--- config.mk ---
export PLATFORM = sky130hd
export DESIGN_NAME = prio_arbiter_amisha
export DESIGN_NICKNAME = d
export VERILOG_FILES = /design/src/rtl/prio_arbiter_amisha.sv
export SDC_FILE = /design/constraint.sdc
export NUM_CORES = 1
export LEC_CHECK = 0
export ABC_AREA = 1
export BUFFER_PORTS_ARGS = -buffer_cell sky130_fd_sc_hd__buf_2
export CAP_MARGIN = 20
export CORE_UTILIZATION = 57
export DETAILED_ROUTE_END_ITERATION = 8
export GPL_TIMING_DRIVEN = 0
export MAX_ROUTING_LAYER = met4
export PLACE_DENSITY = 0.78
export SYNTH_ARGS = -nofsm -noshare
export SYNTH_HDL_FRONTEND = slang
export SYNTH_SLANG_ARGS = --single-unit
--- constraint.sdc ---
create_clock -name clk_amisha -period 4.7 [get_ports clk_amisha]
set_clock_uncertainty 0.05 [all_clocks]
set_input_delay 1.175 -clock clk_amisha [delete_from_list [all_inputs] [get_ports clk_amisha]]
set_output_delay 1.175 -clock clk_amisha [all_outputs]
set_load 0.05 [all_outputs]
--- src/rtl/prio_arbiter_amisha.sv ---
// ---------------------------------------------------------------------------
// prio_arbiter_amisha
//   Four-requester arbiter sharing one resource between requesters r[4:1].
//   The winner is chosen in IDLE, either by fixed priority (highest index
//   wins) or round-robin (search descends from a rotating top pointer).
//   A grant is held while its requester keeps requesting. It is cut after
//   MAX_HOLD cycles, and every grant is followed by one GAP cycle before
//   arbitration resumes.
//
// Parameters
//   MAX_HOLD      : max consecutive grant cycles per requester (1..255)
// Ports
//   clk_amisha    : in   clock, all state changes on the rising edge
//   reset_amisha  : in   synchronous active-high reset
//   r_amisha      : in   [4:1] request lines
//   rr_amisha     : in   0 = fixed priority, 1 = round-robin (IDLE only)
//   g_amisha      : out  [4:1] registered one-hot grant
//   y_amisha      : out  [2:0] registered encoded grant (0 = none)
//   busy_amisha   : out  registered, high while a grant is active
//   expire_amisha : out  registered one-cycle pulse on forced release
// ---------------------------------------------------------------------------
module prio_arbiter_amisha #(
   parameter int MAX_HOLD = 8
) (
   input  logic       clk_amisha,
   input  logic       reset_amisha,
   input  logic [4:1] r_amisha,
   input  logic       rr_amisha,
   output logic [4:1] g_amisha,
   output logic [2:0] y_amisha,
   output logic       busy_amisha,
   output logic       expire_amisha
);

   localparam logic [7:0] MAX_HOLD_C = 8'(MAX_HOLD);

   typedef enum logic [1:0] {
      ST_IDLE  = 2'd0,
      ST_GRANT = 2'd1,
      ST_GAP   = 2'd2
   } state_e;

   state_e     state_q, state_d;
   logic [7:0] cnt_q, cnt_d;
   logic [2:0] top_q, top_d;
   logic [4:1] g_q, g_d;
   logic [2:0] y_q, y_d;
   logic       busy_q, busy_d;
   logic       expire_q, expire_d;
   logic [2:0] win_s;
   logic       held_req_s;

   // Highest requesting index wins; 0 when nobody requests.
   function automatic logic [2:0] pick_fixed(input logic [4:1] req);
      logic [2:0] w;
      if (req[4]) begin
         w = 3'd4;
      end else if (req[3]) begin
         w = 3'd3;
      end else if (req[2]) begin
         w = 3'd2;
      end else if (req[1]) begin
         w = 3'd1;
      end else begin
         w = 3'd0;
      end
      return w;
   endfunction

   // Search starts at top and descends, wrapping from 1 back to 4.
   function automatic logic [2:0] pick_rr(input logic [4:1] req, input logic [2:0] top);
      logic [2:0] w;
      logic [2:0] idx;
      w   = 3'd0;
      idx = top;
      for (int i = 0; i < 4; i++) begin
         if ((w == 3'd0) && req[idx]) begin
            w = idx;
         end else begin
            w = w;
         end
         idx = (idx == 3'd1) ? 3'd4 : (idx - 3'd1);
      end
      return w;
   endfunction

   // Encoded index to one-hot grant vector.
   function automatic logic [4:1] decode(input logic [2:0] idx);
      logic [4:1] oh;
      case (idx)
         3'd1:    oh = 4'b0001;
         3'd2:    oh = 4'b0010;
         3'd3:    oh = 4'b0100;
         3'd4:    oh = 4'b1000;
         default: oh = 4'b0000;
      endcase
      return oh;
   endfunction

   // Winner candidate and whether the current grantee still requests.
   always_comb begin
      win_s      = rr_amisha ? pick_rr(r_amisha, top_q) : pick_fixed(r_amisha);
      held_req_s = |(r_amisha & g_q);
   end

   // Next-state and next-output logic; outputs default to the idle value.
   always_comb begin
      state_d  = state_q;
      cnt_d    = cnt_q;
      top_d    = top_q;
      g_d      = 4'b0000;
      y_d      = 3'd0;
      busy_d   = 1'b0;
      expire_d = 1'b0;
      case (state_q)
         ST_IDLE: begin
            if (win_s != 3'd0) begin
               state_d = ST_GRANT;
               cnt_d   = 8'd1;
               g_d     = decode(win_s);
               y_d     = win_s;
               busy_d  = 1'b1;
               // Only round-robin grants rotate the pointer.
               if (rr_amisha) begin
                  top_d = (win_s == 3'd1) ? 3'd4 : (win_s - 3'd1);
               end else begin
                  top_d = top_q;
               end
            end else begin
               state_d = ST_IDLE;
            end
         end
         ST_GRANT: begin
            // A voluntary drop takes precedence over the hold limit.
            if (!held_req_s) begin
               state_d = ST_GAP;
               cnt_d   = 8'd0;
            end else if (cnt_q == MAX_HOLD_C) begin
               state_d  = ST_GAP;
               cnt_d    = 8'd0;
               expire_d = 1'b1;
            end else begin
               cnt_d  = cnt_q + 8'd1;
               g_d    = g_q;
               y_d    = y_q;
               busy_d = 1'b1;
            end
         end
         ST_GAP: begin
            state_d = ST_IDLE;
         end
         default: begin
            state_d = ST_IDLE;
            cnt_d   = 8'd0;
         end
      endcase
   end

   // State and output registers with synchronous reset.
   always_ff @(posedge clk_amisha) begin
      if (reset_amisha) begin
         state_q  <= ST_IDLE;
         cnt_q    <= 8'd0;
         top_q    <= 3'd4;
         g_q      <= 4'b0000;
         y_q      <= 3'd0;
         busy_q   <= 1'b0;
         expire_q <= 1'b0;
      end else begin
         state_q  <= state_d;
         cnt_q    <= cnt_d;
         top_q    <= top_d;
         g_q      <= g_d;
         y_q      <= y_d;
         busy_q   <= busy_d;
         expire_q <= expire_d;
      end
   end

   assign g_amisha      = g_q;
   assign y_amisha      = y_q;
   assign busy_amisha   = busy_q;
   assign expire_amisha = expire_q;

endmodule

==> impl_metrics.json <==
{
  "finalCriticalPeriod_ps": 3330,
  "p_per_area_nw_per_um2": 745,
  "finalSetupViolations": 0,
  "hp-class": "register to register",
  "finalWorstSetupSlack_ps": 1370,
  "p_total_w": 0.00131,
  "path_max_fanout": 10,
  "ys_warn_count": 0,
  "syn_to_final_growth_pct": 10.1,
  "drt-total-wl_mm": 3.49,
  "maxCapViolCount": 0,
  "preCtsSetupSlack_ps": 1150,
  "synth_area_leaders": "dfxtp_1 (28%), nand2_1 (15%), inv_1 (9.2%), ha_1 (7.1%), a21oi_1 (6.3%)",
  "yosysTopAreaCell": "dfxtp_1",
  "min_period_over_period_pct": 70.9,
  "required_ps": 4900,
  "cts_setup_buffers": 0,
  "overflow": 0,
  "worst_setup_path_end_kind": "register",
  "arrival_ps": 3530,
  "drtPass1Iterations": 4,
  "drive_gt1_share_pct": 15.1,
  "dieArea_um2": 3010,
  "clkTransAtPathRegs_ps": 140,
  "avgSynthCellArea_um2": 6.45,
  "grt_first_pass_wirelength_mm": 5.87,
  "max-slew-margin-rel_pct": 68.3,
  "start_kind": "register",
  "synthDominantCellAreaShare_pct": 27.7,
  "clock_path_buffers": 2,
  "fmax_mhz": 300,
  "synth-seq-cells": 22,
  "crit_type": "register to register",
  "synth_cells": 247,
  "io_buffer_count": 14,
  "regArea_um2": 440,
  "vias": 1563,
  "min_from": "y_amisha[1]$_SDFFE_PP0N_",
  "finalInstanceArea_um2": 1750,
  "placed_area_um2": 1700,
  "grt_max_degree": 14,
  "final_common_cell": "nand2_1",
  "cts_tree": "yes",
  "fin_setup_tns_ps": 0,
  "final_cell_mix": "nand2_1 (63), inv_1 (39), dfxtp_1 (22)",
  "syn_area_um2": 1590,
  "multi_input_area_um2": 967,
  "cts.sinks": 22,
  "detail-route-antenna-nets": 0,
  "track_usage_pct": 27.6,
  "slowest_stage": "dfxtp_1",
  "fin_nets": 282,
  "ctsHoldBuffers": 0,
  "viasPerCell": 5.30,
  "final-hold-violation-count": 0,
  "die_y_um": 54.9,
  "initial_core_util_pct": 62.0,
  "crit_chain": "inv_4, ha_1, inv_1, nand3_1, nand3_1, nand2_1, nand3_1, nand2_1, nor2_1, nand3_1, nand2_2, nor3_1, o21ai_0, nand2_1, inv_1, ha_1, nand3_2, nand2_2, nand2_1, a21oi_1",
  "grt_antenna_before_repair": 0,
  "ios": 16,
  "cts_root_buf": "clkbuf_4",
  "clk_latency_ps": 310,
  "critPathLaunch": "top_q[0]$_SDFFE_PP0P_",
  "dp_hpwl_mm": 2.76,
  "core.rowCount": 18,
  "diodes": 0,
  "fp.dieW_um": 54.9,
  "place.gp.congestion": 0.878,
  "grt_pass1_vias": 1371,
  "finalMaxSlewViolations": 0,
  "cts_buffers": 3,
  "ys_types": 29,
  "cts_resized": 0,
  "first_iter_violations": 41,
  "regToRegStartpoint": "top_q[0]$_SDFFE_PP0P_",
  "cts_htree_levels": 1,
  "wire_per_inst_um": 11.8,
  "vdd.ir_drop.worst_v": 0.000602,
  "ys_seq_area_share_pct": 27.7,
  "p_leak_nw": 0.870,
  "max_stage_delay_ps": 550,
  "fillerInstances": 249,
  "worst_pin_slew_ps": 475,
  "synth_nets": 263,
  "rsz0062_at_grt": "no",
  "status": "finished, final reports clean",
  "core_area_um2": 2570,
  "drc": 0
}
==> per-stage QoR <==
step                      utilization (%)  cells  hold slack [ps]
after floorplan                         -    247              390
after global placement               66.2    291              402
after detailed placement             66.2    291              408
after CTS                            68.3    295              427
after global routing                 68.3    295              456
final                                68.3    295              424
==> logic make-up after synthesis <==
logic type	Yosys count	synth area share [%]
simple gates	134	40.5
buf+inv	45	11.6
fa+ha+maj	9	7.07
compound gates	37	13.1
flops	22	27.7
==> cell usage after synthesis, drive strengths merged <==
cell type and count:
a211oi 1, o21ai 10, nand3b 2, and3 1, o2111ai 1, dlygate4sd3 1, o21bai 1, nor4 1
nor3 3, nor2 23, buf 3, nand4 8, ha 9, a22o 2, a21oi 22, nand2 71
inv 41, nand3 25, dfxtp 22
==> metal layers <==
metal,vias to the layer above,track usage (%),share of wire [%]
met3,4,3.89,2.9
met1,698,35.4,51
met4,0,6.84,0.83
li1,837,-,-
met2,24,45.2,45
met5,-,-,0
==> worst max-delay path, delay by kind of cell (launching register included) <==
kind | cells | cell delay, ps
adders and majority gates | 2 | 690
AOI/OAI and AO/OA | 2 | 280
and+or+nand+nor | 13 | 1240
DFF | 1 | 550
buffers and inverters | 3 | 430
==> sequential cells by signal, indices dropped and copies added (netlist names) <==
register and flops:
busy_amisha 1, state_q 2, cnt_q 8, top_q 3
expire_amisha 1, g_amisha 4, y_amisha 3
==> cell type report <==
class	count	area share (%)
Multi-Input combinational cell	180	55.2
Sequential cell	22	25.1
Inverter	41	8.92
Timing Repair Buffer	14	4.00
Tap cell	30	2.14
Clock inverter	1	1.71
Buffer	4	1.64
Clock buffer	3	1.28
==> worst paths after layout <==
check / end / slack [ps] / cells past startpoint
worst min register to register: y_amisha[1]$_SDFFE_PP0N_ / 420 / 2
worst min-delay path: y_amisha[1]$_SDFFE_PP0N_ / 420 / 2
worst max-delay path: cnt_q[3]$_SDFFE_PP0P_ / 1370 / 20
worst max register to register: cnt_q[3]$_SDFFE_PP0P_ / 1370 / 20
==> where the power goes <==
group	leakage, nW	switching [W]	internal, W
Sequential	0.179	0.0000469	0.000230
Clock	0.0279	0.0000613	0.0000862
Combinational	0.663	0.000608	0.000273
Total	0.870	0.000716	0.000589
Power figures use the tool's default switching activity.
